<file path="src/rtl/clk_ratio_pkg.sv">
// Shared types and default widths for the clock-ratio measurement controller.
package clk_ratio_pkg;

  localparam int DEF_WIN_W   = 16;
  localparam int DEF_INC_W   = 4;
  localparam int DEF_CNT_W   = 32;
  localparam int DEF_RATIO_W = 32;

  typedef enum logic [1:0] {
    IDLE  = 2'd0,
    COUNT = 2'd1,
    DIV   = 2'd2,
    DONE  = 2'd3
  } state_t;

endpackage

</file>
<file path="src/rtl/clk_ratio_ctrl_if.sv">
// Sequencer-facing request/result bundle of the clock-ratio controller.
interface clk_ratio_ctrl_if
  import clk_ratio_pkg::*;
#(
  parameter int WIN_W   = DEF_WIN_W,
  parameter int INC_W   = DEF_INC_W,
  parameter int CNT_W   = DEF_CNT_W,
  parameter int RATIO_W = DEF_RATIO_W
) ();

  logic               start;
  logic               abort;
  logic [WIN_W-1:0]   window_cycles;
  logic [INC_W-1:0]   fast_inc;
  logic               busy;
  logic               done;
  logic               err_zero_win;
  logic [CNT_W-1:0]   fast_count;
  logic [RATIO_W-1:0] ratio;
  logic [WIN_W-1:0]   remainder;

  modport master (
    output start, abort, window_cycles, fast_inc,
    input  busy, done, err_zero_win, fast_count, ratio, remainder
  );

  modport slave (
    input  start, abort, window_cycles, fast_inc,
    output busy, done, err_zero_win, fast_count, ratio, remainder
  );

endinterface

</file>
<file path="src/rtl/clk_ratio_div.sv">
// Serial restoring divider: the load cycle already retires the first quotient bit,
// so div_done rises CNT_W-1 clocks after load and the quotient is final then.
module clk_ratio_div
  import clk_ratio_pkg::*;
#(
  parameter int CNT_W = DEF_CNT_W,
  parameter int WIN_W = DEF_WIN_W
) (
  input  logic             clk,
  input  logic             reset_l,
  input  logic             load,
  input  logic [CNT_W-1:0] dividend,
  input  logic [WIN_W-1:0] divisor,
  output logic [CNT_W-1:0] quotient,
  output logic [WIN_W-1:0] remainder,
  output logic             div_done
);

  localparam int STEP_W = $clog2(CNT_W + 1);

  logic [CNT_W-1:0]  quo_q, quo_d, cur_quo;
  logic [WIN_W-1:0]  rem_q, rem_d, cur_rem;
  logic [WIN_W-1:0]  dvs_q, dvs_d, cur_dvs;
  logic [STEP_W-1:0] step_q, step_d;
  logic              run_q, run_d;
  logic [WIN_W:0]    trial;

  // One shift-subtract step per clock while a division is in flight.
  always_comb begin
    quo_d   = quo_q;
    rem_d   = rem_q;
    dvs_d   = dvs_q;
    step_d  = step_q;
    run_d   = run_q;
    cur_quo = load ? dividend : quo_q;
    cur_rem = load ? WIN_W'(0) : rem_q;
    cur_dvs = load ? divisor : dvs_q;
    trial   = {cur_rem, cur_quo[CNT_W-1]};
    if (load || (run_q && (step_q != STEP_W'(CNT_W)))) begin
      if (trial >= {1'b0, cur_dvs}) begin
        rem_d = WIN_W'(trial - {1'b0, cur_dvs});
        quo_d = {cur_quo[CNT_W-2:0], 1'b1};
      end else begin
        rem_d = trial[WIN_W-1:0];
        quo_d = {cur_quo[CNT_W-2:0], 1'b0};
      end
      dvs_d  = cur_dvs;
      run_d  = 1'b1;
      step_d = load ? STEP_W'(1) : (step_q + STEP_W'(1));
    end else begin
      run_d = run_q;
    end
  end

  // Divider state registers.
  always_ff @(posedge clk or negedge reset_l) begin
    if (!reset_l) begin
      quo_q  <= CNT_W'(0);
      rem_q  <= WIN_W'(0);
      dvs_q  <= WIN_W'(0);
      step_q <= STEP_W'(0);
      run_q  <= 1'b0;
    end else begin
      quo_q  <= quo_d;
      rem_q  <= rem_d;
      dvs_q  <= dvs_d;
      step_q <= step_d;
      run_q  <= run_d;
    end
  end

  assign quotient  = quo_q;
  assign remainder = rem_q;
  assign div_done  = run_q && (step_q == STEP_W'(CNT_W));

endmodule

</file>
<file path="src/rtl/clk_ratio_ctrl.sv">
// Measurement sequencer: counts fast edges over an N-cycle window, divides by N,
// and reports the result with a one-cycle done pulse.
module clk_ratio_ctrl
  import clk_ratio_pkg::*;
#(
  parameter int WIN_W   = DEF_WIN_W,
  parameter int INC_W   = DEF_INC_W,
  parameter int CNT_W   = DEF_CNT_W,
  parameter int RATIO_W = DEF_RATIO_W
) (
  input logic             clk,
  input logic             reset_l,
  clk_ratio_ctrl_if.slave bus
);

  state_t             state_q, state_d;
  logic [WIN_W-1:0]   n_q, n_d, ref_cnt_q, ref_cnt_d, rem_q, rem_d;
  logic [CNT_W-1:0]   acc_q, acc_d, fcnt_q, fcnt_d, acc_next_s;
  logic [RATIO_W-1:0] ratio_q, ratio_d;
  logic               busy_q, busy_d, done_q, done_d, err_q, err_d;
  logic               div_load_s, div_done_s;
  logic [CNT_W-1:0]   div_quo_s;
  logic [WIN_W-1:0]   div_rem_s;

  // Includes the current cycle's edges so the divider sees the final sum at load.
  assign acc_next_s = acc_q + {{(CNT_W-INC_W){1'b0}}, bus.fast_inc};

  // Next-state, accumulation and result capture.
  always_comb begin
    state_d    = state_q;
    n_d        = n_q;
    ref_cnt_d  = ref_cnt_q;
    acc_d      = acc_q;
    fcnt_d     = fcnt_q;
    ratio_d    = ratio_q;
    rem_d      = rem_q;
    err_d      = err_q;
    div_load_s = 1'b0;
    case (state_q)
      IDLE: begin
        if (bus.start && !bus.abort) begin
          n_d       = bus.window_cycles;
          ref_cnt_d = WIN_W'(0);
          if (bus.window_cycles == WIN_W'(0)) begin
            state_d = DONE;
            err_d   = 1'b1;
            fcnt_d  = CNT_W'(0);
            ratio_d = RATIO_W'(0);
            rem_d   = WIN_W'(0);
          end else begin
            state_d = COUNT;
            err_d   = 1'b0;
            acc_d   = CNT_W'(0);
          end
        end else begin
          state_d = IDLE;
        end
      end
      COUNT: begin
        if (bus.abort) begin
          state_d = IDLE;
        end else begin
          acc_d     = acc_next_s;
          ref_cnt_d = ref_cnt_q + WIN_W'(1);
          if (ref_cnt_q == (n_q - WIN_W'(1))) begin
            state_d    = DIV;
            div_load_s = 1'b1;
          end else begin
            state_d = COUNT;
          end
        end
      end
      DIV: begin
        if (bus.abort) begin
          state_d = IDLE;
        end else if (div_done_s) begin
          state_d = DONE;
          fcnt_d  = acc_q;
          ratio_d = RATIO_W'(div_quo_s);
          rem_d   = div_rem_s;
        end else begin
          state_d = DIV;
        end
      end
      DONE:    state_d = IDLE;
      default: state_d = IDLE;
    endcase
    busy_d = (state_d != IDLE);
    done_d = (state_d == DONE);
  end

  // Controller state and result registers.
  always_ff @(posedge clk or negedge reset_l) begin
    if (!reset_l) begin
      state_q   <= IDLE;
      n_q       <= WIN_W'(0);
      ref_cnt_q <= WIN_W'(0);
      acc_q     <= CNT_W'(0);
      fcnt_q    <= CNT_W'(0);
      ratio_q   <= RATIO_W'(0);
      rem_q     <= WIN_W'(0);
      err_q     <= 1'b0;
      busy_q    <= 1'b0;
      done_q    <= 1'b0;
    end else begin
      state_q   <= state_d;
      n_q       <= n_d;
      ref_cnt_q <= ref_cnt_d;
      acc_q     <= acc_d;
      fcnt_q    <= fcnt_d;
      ratio_q   <= ratio_d;
      rem_q     <= rem_d;
      err_q     <= err_d;
      busy_q    <= busy_d;
      done_q    <= done_d;
    end
  end

  clk_ratio_div #(
    .CNT_W (CNT_W),
    .WIN_W (WIN_W)
  ) u_div (
    .clk       (clk),
    .reset_l   (reset_l),
    .load      (div_load_s),
    .dividend  (acc_next_s),
    .divisor   (n_q),
    .quotient  (div_quo_s),
    .remainder (div_rem_s),
    .div_done  (div_done_s)
  );

  assign bus.busy         = busy_q;
  assign bus.done         = done_q;
  assign bus.err_zero_win = err_q;
  assign bus.fast_count   = fcnt_q;
  assign bus.ratio        = ratio_q;
  assign bus.remainder    = rem_q;

endmodule

</file>
<file path="src/flat_wrapper.sv">
// flat-port wrapper written by rule: the top's interface ports become plain ports
module clk_ratio_ctrl_flat import clk_ratio_pkg::*;
#(
  parameter int WIN_W   = DEF_WIN_W,
  parameter int INC_W   = DEF_INC_W,
  parameter int CNT_W   = DEF_CNT_W,
  parameter int RATIO_W = DEF_RATIO_W
)
  (clk, reset_l, bus_start, bus_abort, bus_window_cycles, bus_fast_inc, bus_busy, bus_done, bus_err_zero_win, bus_fast_count, bus_ratio, bus_remainder);
  clk_ratio_ctrl_if #(.WIN_W(WIN_W), .INC_W(INC_W), .CNT_W(CNT_W), .RATIO_W(RATIO_W)) bus_i ();
  input logic clk;
  input logic reset_l;
  input wire logic [$bits(bus_i.start)-1:0] bus_start;
  input wire logic [$bits(bus_i.abort)-1:0] bus_abort;
  input wire logic [$bits(bus_i.window_cycles)-1:0] bus_window_cycles;
  input wire logic [$bits(bus_i.fast_inc)-1:0] bus_fast_inc;
  output wire logic [$bits(bus_i.busy)-1:0] bus_busy;
  output wire logic [$bits(bus_i.done)-1:0] bus_done;
  output wire logic [$bits(bus_i.err_zero_win)-1:0] bus_err_zero_win;
  output wire logic [$bits(bus_i.fast_count)-1:0] bus_fast_count;
  output wire logic [$bits(bus_i.ratio)-1:0] bus_ratio;
  output wire logic [$bits(bus_i.remainder)-1:0] bus_remainder;
  assign bus_i.start = bus_start;
  assign bus_i.abort = bus_abort;
  assign bus_i.window_cycles = bus_window_cycles;
  assign bus_i.fast_inc = bus_fast_inc;
  assign bus_busy = bus_i.busy;
  assign bus_done = bus_i.done;
  assign bus_err_zero_win = bus_i.err_zero_win;
  assign bus_fast_count = bus_i.fast_count;
  assign bus_ratio = bus_i.ratio;
  assign bus_remainder = bus_i.remainder;
  clk_ratio_ctrl #(.WIN_W(WIN_W), .INC_W(INC_W), .CNT_W(CNT_W), .RATIO_W(RATIO_W)) u_core (.clk(clk), .reset_l(reset_l), .bus(bus_i));
endmodule
</file>
<file path="config.mk">
export PLATFORM = sky130hd
export DESIGN_NAME = clk_ratio_ctrl_flat
export DESIGN_NICKNAME = d
export VERILOG_FILES = /design/src/rtl/clk_ratio_pkg.sv /design/src/rtl/clk_ratio_ctrl_if.sv /design/src/rtl/clk_ratio_div.sv /design/src/rtl/clk_ratio_ctrl.sv /design/src/flat_wrapper.sv
export SDC_FILE = /design/constraint.sdc
export NUM_CORES = 1
export LEC_CHECK = 0
export ABC_AREA = 0
export BUFFER_PORTS_ARGS = -buffer_cell sky130_fd_sc_hd__buf_2
export CAP_MARGIN = 20
export CORE_ASPECT_RATIO = 1.4
export CORE_MARGIN = 8
export CORE_UTILIZATION = 64
export DETAILED_ROUTE_END_ITERATION = 10
export GPL_TIMING_DRIVEN = 0
export HOLD_SLACK_MARGIN = 0.12
export PLACE_DENSITY = 0.85
export SLEW_MARGIN = 20
export SYNTH_ARGS = -nofsm -noshare
export SYNTH_HDL_FRONTEND = slang
export SYNTH_SLANG_ARGS = --single-unit
</file>
<file path="constraint.sdc">
create_clock -name clk -period 8.9 [get_ports clk]
set_input_delay 1.78 -clock clk [delete_from_list [all_inputs] [get_ports clk]]
set_output_delay 1.78 -clock clk [all_outputs]
set_load 0.03 [all_outputs]
</file>
==> results of run 1 <==
==> routing by layer <==
layer	track usage	share of wire	wire, µm	vias up
li1	-	-	-	4266
met1	0.3223	0.38	11330	4664
met2	0.4846	0.50	14970	395
met3	0.03981	0.064	1921	115
met4	0.1578	0.054	1618	0
met5	0	0	0	-
==> report_power, final <==
group          internal, mW  switching (mW)
Clock                 0.606           0.384
Sequential             1.14           0.161
Combinational         0.363           0.467
Total                  2.11            1.01
==> through the flow <==
stage / power, mW / hold slack [ns] / cells
4_1_cts: 3.117 / 0.4835 / 1497
2_1_floorplan: 1.885 / 0.4387 / 1115
3_3_place_gp: 2.091 / 0.4527 / 1457
6_report: 3.121 / 0.4818 / 1498
3_5_place_dp: 2.122 / 0.4616 / 1459
5_1_grt: 3.279 / 0.5093 / 1498
==> area by class of cell <==
cell class | instances | area (µm²) | share of cell area
Antenna cell | 1 | 2.502 | 0.0001956
Clock inverter | 6 | 105.1 | 0.008215
Clock buffer | 32 | 669.4 | 0.05232
Inverter | 29 | 108.9 | 0.008509
Tap cell | 236 | 295.3 | 0.02308
Buffer | 72 | 349.1 | 0.02729
Timing Repair Buffer | 108 | 595.6 | 0.04655
Sequential cell | 220 | 5505 | 0.4303
Multi-Input combinational cell | 794 | 5162 | 0.4035
==> cell usage after synthesis (22+ instances only) <==
master | number | share of area
a21oi_1 | 57 | 0.026
a22o_1 | 84 | 0.066
nand2_1 | 152 | 0.051
xor2_1 | 41 | 0.032
nand3_1 | 27 | 0.012
clkbuf_1 | 52 | 0.018
inv_1 | 29 | 0.0098
dfrtp_1 | 220 | 0.49
o21ai_0 | 60 | 0.027
ha_1 | 24 | 0.027
and2_1 | 22 | 0.012
nor2_1 | 60 | 0.020
xnor2_1 | 41 | 0.032
and3_1 | 35 | 0.020
==> registers in the layout, summed over array words and instances, names as in the netlist, named ones only <==
register                 flops
u_core.acc_q                32
u_core.ref_cnt_q            16
u_core.u_div.run_q           1
u_core.state_q               2
u_core.bus.ratio            32
u_core.u_div.remainder      16
u_core.bus.busy              1
u_core.u_div.dvs_q          15
u_core.bus.done              1
u_core.bus.err_zero_win      1
u_core.u_div.step_q          6
u_core.bus.remainder        16
u_core.bus.fast_count       32
u_core.n_q                  16
u_core.u_div.quotient       32
==> cells by family (layout without fill, tap and decap cells) <==
kind of cell,count (synthesis),count (layout),share of synthesized area
AOI/OAI and AO/OA,296,296,0.1897
xor gates and xnor gates,82,82,0.06455
adders and majority gates,26,26,0.03059
buffers and inverters,101,247,0.04116
DFF,220,220,0.4948
muxes,18,18,0.01631
other,0,1,0
and+or+nand+nor,372,372,0.1628
==> worst max path at each step <==
stage                     slack, ns  depth (start not counted)                         to
after floorplan                3.32                         20  u_core.u_div.remainder[3]
after global placement         1.86                         21  u_core.u_div.remainder[3]
after detailed placement       1.80                         21  u_core.u_div.remainder[3]
after CTS                      1.64                         21  u_core.u_div.remainder[6]
after global routing           1.04                         22  u_core.u_div.remainder[3]
final                          1.37                         22  u_core.u_div.remainder[3]
==> worst max-delay path, cell delays in order (launching register included) <==
cell and delay (ns):
dfrtp_1 0.43, inv_1 0.14, ha_1 0.23, or4b_4 0.48, buf_6 0.15, nor2_1 0.11
xnor2_1 0.07, or4_1 0.56, a211oi_1 0.62, nand3_1 0.43, clkbuf_1 0.36, clkbuf_1 0.34
o21ai_0 0.58, ha_1 0.26, nand2b_1 0.13, a21oi_1 0.09, o21ai_0 0.39, o221ai_1 0.29
o21a_1 0.37, nor2_1 0.67, and3_1 0.26, buf_1 0.31, a221o_1 0.21
==> metrics.md, run 1 <==
| Metric | Value |
|---|---|
| Status | finished, final reports clean |
| Fillers | 1216 |
| Post-Syn Nets | 1165 |
| Required time worst endpoint | 9.34 ns |
| Number of distinct library cells after synthesis | between 60 and 70 |
| Gr ovfl total | 0 |
| WL per Instance | about 20 µm |
| Final setup skew | 0.01220 ns |
| Post-CTS Hold Buffers | 0 |
| Buffers on Ports | around 110 |
| Synth Area per Inst | 9.978 µm² |
| DRT Pass-1 Iters | 6 |
| Vias per inst | between 6 and 7 |
| Post-route ant nets | 0 |
| Hold_sp | u_core.bus.err_zero_win |
| Post_cts resized | 0 |
| Fin crit period | 7.530 ns |
| Layout area overhead | 14.99% |
| Post-synth EDFFs | 0 |
| Wirelength, routed | 29840 µm |
| TNS Setup | 0 ns |
| Fin nets | approximately 1300 |
| Hold path endpoint | u_core.bus.err_zero_win |
| Synth warn | 0 |
| Worst skew pair latency | roughly 0.51 ns |
| Fmax | roughly 0.13 GHz |
| Vias in the first global route | 9785 |
| HP Class | flop to flop |
| Post-Syn Area | 11130 µm² |
| Crit Path Class | flop to flop |
| Crit path max fanout | 10 |
| Die Width | ~130 µm |
| Seq/Total Area, Yosys | 0.4948 |
| Most common cell after layout, fill and taps aside | dfrtp_1 |
| Post-Place Cell Area | 12020 µm² |
| R2r endpoint | u_core.u_div.remainder[3] |
| Final HPWL DP | 21350 µm |
| Crit. End Element | flop |
| Cell area power density | 244.0 nW/µm² |
| Num CTS Buffers | 22 |
| Final Slew Violations | 0 |
| Ys async rst share | 1.000 |
| Clock Sinks | between 200 and 250 |
| Share of cells above drive strength 1 | 0.1356 |
| Die area | between 20000 and 25000 µm² |
| Final Setup Violations | 0 |
| Die Height | 172.0 µm |
| Setup ws final | 1.370 ns |
| 1st-iter DRT viols | 709 |
| Vias | 9440 |
| Gpl congestion | 0.9150 |
| Post-CTS setup buffers | 0 |
| Worst endpoint data arrival time | 7.97 ns |
| Worst reg2reg startpoint | u_core.n_q[0] |
| Clk root buf | clkbuf_16 |
| Critical Path Source | u_core.n_q[0] |
| Max Cap Viol | 0 |
| Worst slack at placement | 1.802 ns |
| Normalized max-slew margin | 0.2877 |
| Worst-Margin Slew | 1.059 ns |
| Final core utilization | 0.7443 |
| Critical path startpoint category | flop |
| Area of the core | around 17000 µm² |
| Lkg Pwr | approximately 6.2 nW |
| Reg2Reg Setup Slack | 1.37 ns |
| Ys flop type | dfrtp_1 |
| Max IR drop VDD | approximately 150 µV |
| Worst r2r path cells | 22 |
| Final Hold Fails | 0 |
| CTS tree | done |
| Num rows | 57 |
| Number of remaining DRC errors | 0 |
| Pin count of the biggest net entering global routing | 104 |
| Clock slew at reported path FFs | approximately 0.07 ns |
| GRT Util Overall | 0.2773 |
| Most frequent cells in the layout | dfrtp_1, nand2_1, buf_2, a22o_1 |
| Initial Util | 0.6473 |
| Fin crit share | 0.8461 |
| H-Tree Depth | 1 |
| RSZ-0062 raised after global routing | no |
| Cells after Synth | 1115 |
| Hold path depth | 2 |
| Clock buffer depth | 3 |
| #FFs+latches synth | 220 |
| Initial antenna violation count | 1 |
| IO Count | 107 |
| Global-route wire length before repair | about 50000 µm |
| Cell area after layout | roughly 13000 µm² |
Power figures use the tool's default switching activity.
==> run 2, diff against run 1 <==
--- a/config.mk
+++ b/config.mk
@@ -10,11 +10,11 @@
 export CAP_MARGIN = 20
 export CORE_ASPECT_RATIO = 1.4
 export CORE_MARGIN = 8
-export CORE_UTILIZATION = 64
+export CORE_UTILIZATION = 60
 export DETAILED_ROUTE_END_ITERATION = 10
 export GPL_TIMING_DRIVEN = 0
 export HOLD_SLACK_MARGIN = 0.12
-export PLACE_DENSITY = 0.85
+export PLACE_DENSITY = 0.81
 export SLEW_MARGIN = 20
 export SYNTH_ARGS = -nofsm -noshare
 export SYNTH_HDL_FRONTEND = slang
==> constraint.sdc (replaced) <==
create_clock -name clk -period 7.5 [get_ports clk]
set_input_delay 1.5 -clock clk [delete_from_list [all_inputs] [get_ports clk]]
set_output_delay 1.5 -clock clk [all_outputs]
set_load 0.03 [all_outputs]
==> metrics.md, run 2 (synthesized netlist as in run 1, its figures left out) <==
| Metric | Value |
|---|---|
| Vias per inst | 6.193 (-1.7%) |
| Die Width | 131.1 µm (+2.9%) |
| Normalized max-slew margin | 0.3087 (+0.02107) |
| Max Cap Viol | 0 (unchanged) |
| Reg2Reg Setup Slack | 0.49 ns (-0.88 ns) |
| Antenna diodes | 0 (-1) |
| Clock buffer depth | 3 (unchanged) |
| HP Class | flop to flop |
| H-Tree Depth | 1 (unchanged) |
| CTS tree | done |
| Most common cell after layout, fill and taps aside | dfrtp_1 |
| Hold path depth | 2 (unchanged) |
| Crit Path Class | flop to flop |
| Fmax | 0.1427 GHz (+7.5%) |
| Most frequent cells in the layout | dfrtp_1, nand2_1, buf_2, a22o_1, o21ai_0 |
| Worst endpoint data arrival time | 7.46 ns (-0.51 ns) |
| Max IR drop VDD | 177.3 µV (+17%) |
| Num CTS Buffers | 22 (unchanged) |
| Global-route wire length before repair | 48730 µm (-0.44%) |
| Wl on met1 | 11650 µm (+2.8%) |
| Hold_sp | u_core.bus.err_zero_win |
| Initial antenna violation count | 0 (-1) |
| Layout area overhead | 15.06% (about the same) |
| Clk root buf | clkbuf_16 |
| Clock slew at reported path FFs | 0.06 ns (about the same) |
| Final hold slack | 0.4781 ns (-0.003672 ns) |
| Worst skew pair latency | 0.52 ns (about the same) |
| Post-Layout Cell Count | 1507 (+0.60%) |
| Met2 wire length | 15270 µm (+2.0%) |
| Number of remaining DRC errors | 0 (unchanged) |
| Met3 Wirelength | 1917 µm (-0.21%) |
| Final setup skew | 0.01541 ns (+0.003216 ns) |
| TNS Setup | 0 ns (unchanged) |
| Worst reg2reg startpoint | u_core.n_q[0] |
| Fin nets | 1297 (unchanged) |
| Buffers on Ports | 106 (unchanged) |
| Clock Sinks | 220 (unchanged) |
| Crit. End Element | flop |
| Pin count of the biggest net entering global routing | 103 (-0.96%) |
| Post-CTS setup buffers | 0 (unchanged) |
| Top Layer Used | met4 |
| Area of the multi-input gates | 5165 µm² (about the same) |
| Die area | 23220 µm² (+5.9%) |
| Required time worst endpoint | 7.95 ns (-1.39 ns) |
| Fillers | 1403 (+15%) |
| Post_cts resized | 0 (unchanged) |
| Final HPWL DP | 21720 µm (+1.7%) |
| Sequential cell area | 5505 µm² (unchanged) |
| Die Height | 177.1 µm (+3.0%) |
| Gr ovfl total | 0 (unchanged) |
| Final Setup Violations | 0 (unchanged) |
| Num rows | 59 (+3.5%) |
| Critical path startpoint category | flop |
| Status | finished, final reports clean |
| Wirelength, routed | 30310 µm (+1.6%) |
| Lkg Pwr | 6.227 nW (about the same) |
| Post-CTS Hold Buffers | 0 (unchanged) |
| Post-route ant nets | 0 (unchanged) |
| Fin crit period | 7.007 ns (-0.5235 ns) |
| Final Slew Violations | 0 (unchanged) |
| Initial Util | 0.6053 (-0.04203) |
| Gpl congestion | 0.9372 (+2.4%) |
| R2r endpoint | u_core.u_div.remainder[10] |
| Final Hold Fails | 0 (unchanged) |
| Worst r2r path cells | 21 (-4.5%) |
| Fin crit share | 0.9342 (+0.08813) |
| Vias in the first global route | 9501 (-2.9%) |
| RSZ-0062 raised after global routing | no |
| DRT Pass-1 Iters | 7 (+1) |
| Hold path endpoint | u_core.bus.err_zero_win |
| 1st-iter DRT viols | 711 (+0.28%) |
| Cell area power density | 289.7 nW/µm² (+19%) |
| IO Count | 107 (unchanged) |
| Crit path max fanout | 10 (unchanged) |
| Worst-Margin Slew | 1.027 ns (-0.03132 ns) |
| Cells after DPL | 1467 (+0.55%) |
| Vias | 9333 (-1.1%) |
| GRT Util Overall | 0.2672 (-0.01014) |
| WL per Instance | 20.11 µm (+0.97%) |
| Area of the core | 18380 µm² (+6.9%) |
| Share of cells above drive strength 1 | 0.1354 (-0.0002147) |
==> run 2: changes by cell type in the layout (fill, tap and decap cells not counted), sizes merged <==
cell	previous run	this run
clkbuf	84	86
diode	1	0
==> run 2: where the power goes <==
part / total (mW) / switching, mW / internal (mW)
Clock: 1.18 / 0.464 / 0.714
Sequential: 1.55 / 0.195 / 1.35
Combinational: 0.983 / 0.553 / 0.430
Total: 3.71 / 1.21 / 2.50
==> run 2: final cells by class <==
type / count / area share
Inverter: 29 / 0.008504
Buffer: 72 / 0.02727
Clock buffer: 34 / 0.05210
Timing Repair Buffer: 108 / 0.04653
Clock inverter: 6 / 0.008210
Sequential cell: 220 / 0.4301
Tap cell: 244 / 0.02385
Multi-Input combinational cell: 794 / 0.4035
==> run 2: worst max-delay path, cell delays in order (launching register included) <==
cell      delay (ns)
dfrtp_1         0.42
inv_1           0.12
ha_1            0.23
or4b_4          0.48
buf_6           0.15
nor2_1          0.11
xnor2_1         0.07
or4_1           0.59
a211oi_1        0.54
nand3_1         0.37
clkbuf_1        0.35
clkbuf_1        0.31
and2_1          0.24
ha_1            0.25
or4_1           0.52
o21ai_0         0.37
o221ai_1        0.30
o21a_1          0.38
nor2_2          0.41
and3_1          0.22
buf_1           0.30
a221o_1         0.20
==> run 2: worst max-delay path by stage <==
stage | start | endpoint
global route | u_core.n_q[0] | u_core.u_div.remainder[6]
floorplan | u_core.n_q[0] | u_core.u_div.remainder[3]
finish | u_core.n_q[0] | u_core.u_div.remainder[10]
global placement | u_core.n_q[1] | u_core.u_div.remainder[3]
CTS | u_core.n_q[0] | u_core.u_div.remainder[9]
detailed placement | u_core.n_q[0] | u_core.u_div.remainder[9]
==> run 2: per-layer routing <==
| metal | up-vias | track usage |
|---|---|---|
| li1 | 4266 | - |
| met1 | 4588 | 0.3200 |
| met2 | 370 | 0.4536 |
| met3 | 109 | 0.03981 |
| met4 | 0 | 0.1378 |
| met5 | - | 0 |
==> run 2: stage by stage <==
stage	util	total power [mW]	setup slack, ns	cell area [µm²]
2_1_floorplan	-	2.237	1.917	11130
3_3_place_gp	0.6507	2.491	0.4716	11960
3_5_place_dp	0.6543	2.519	0.4799	12030
4_1_cts	0.6963	3.704	0.4174	12800
5_1_grt	0.6964	3.896	0.07876	12800
6_report	0.6964	3.709	0.4934	12800
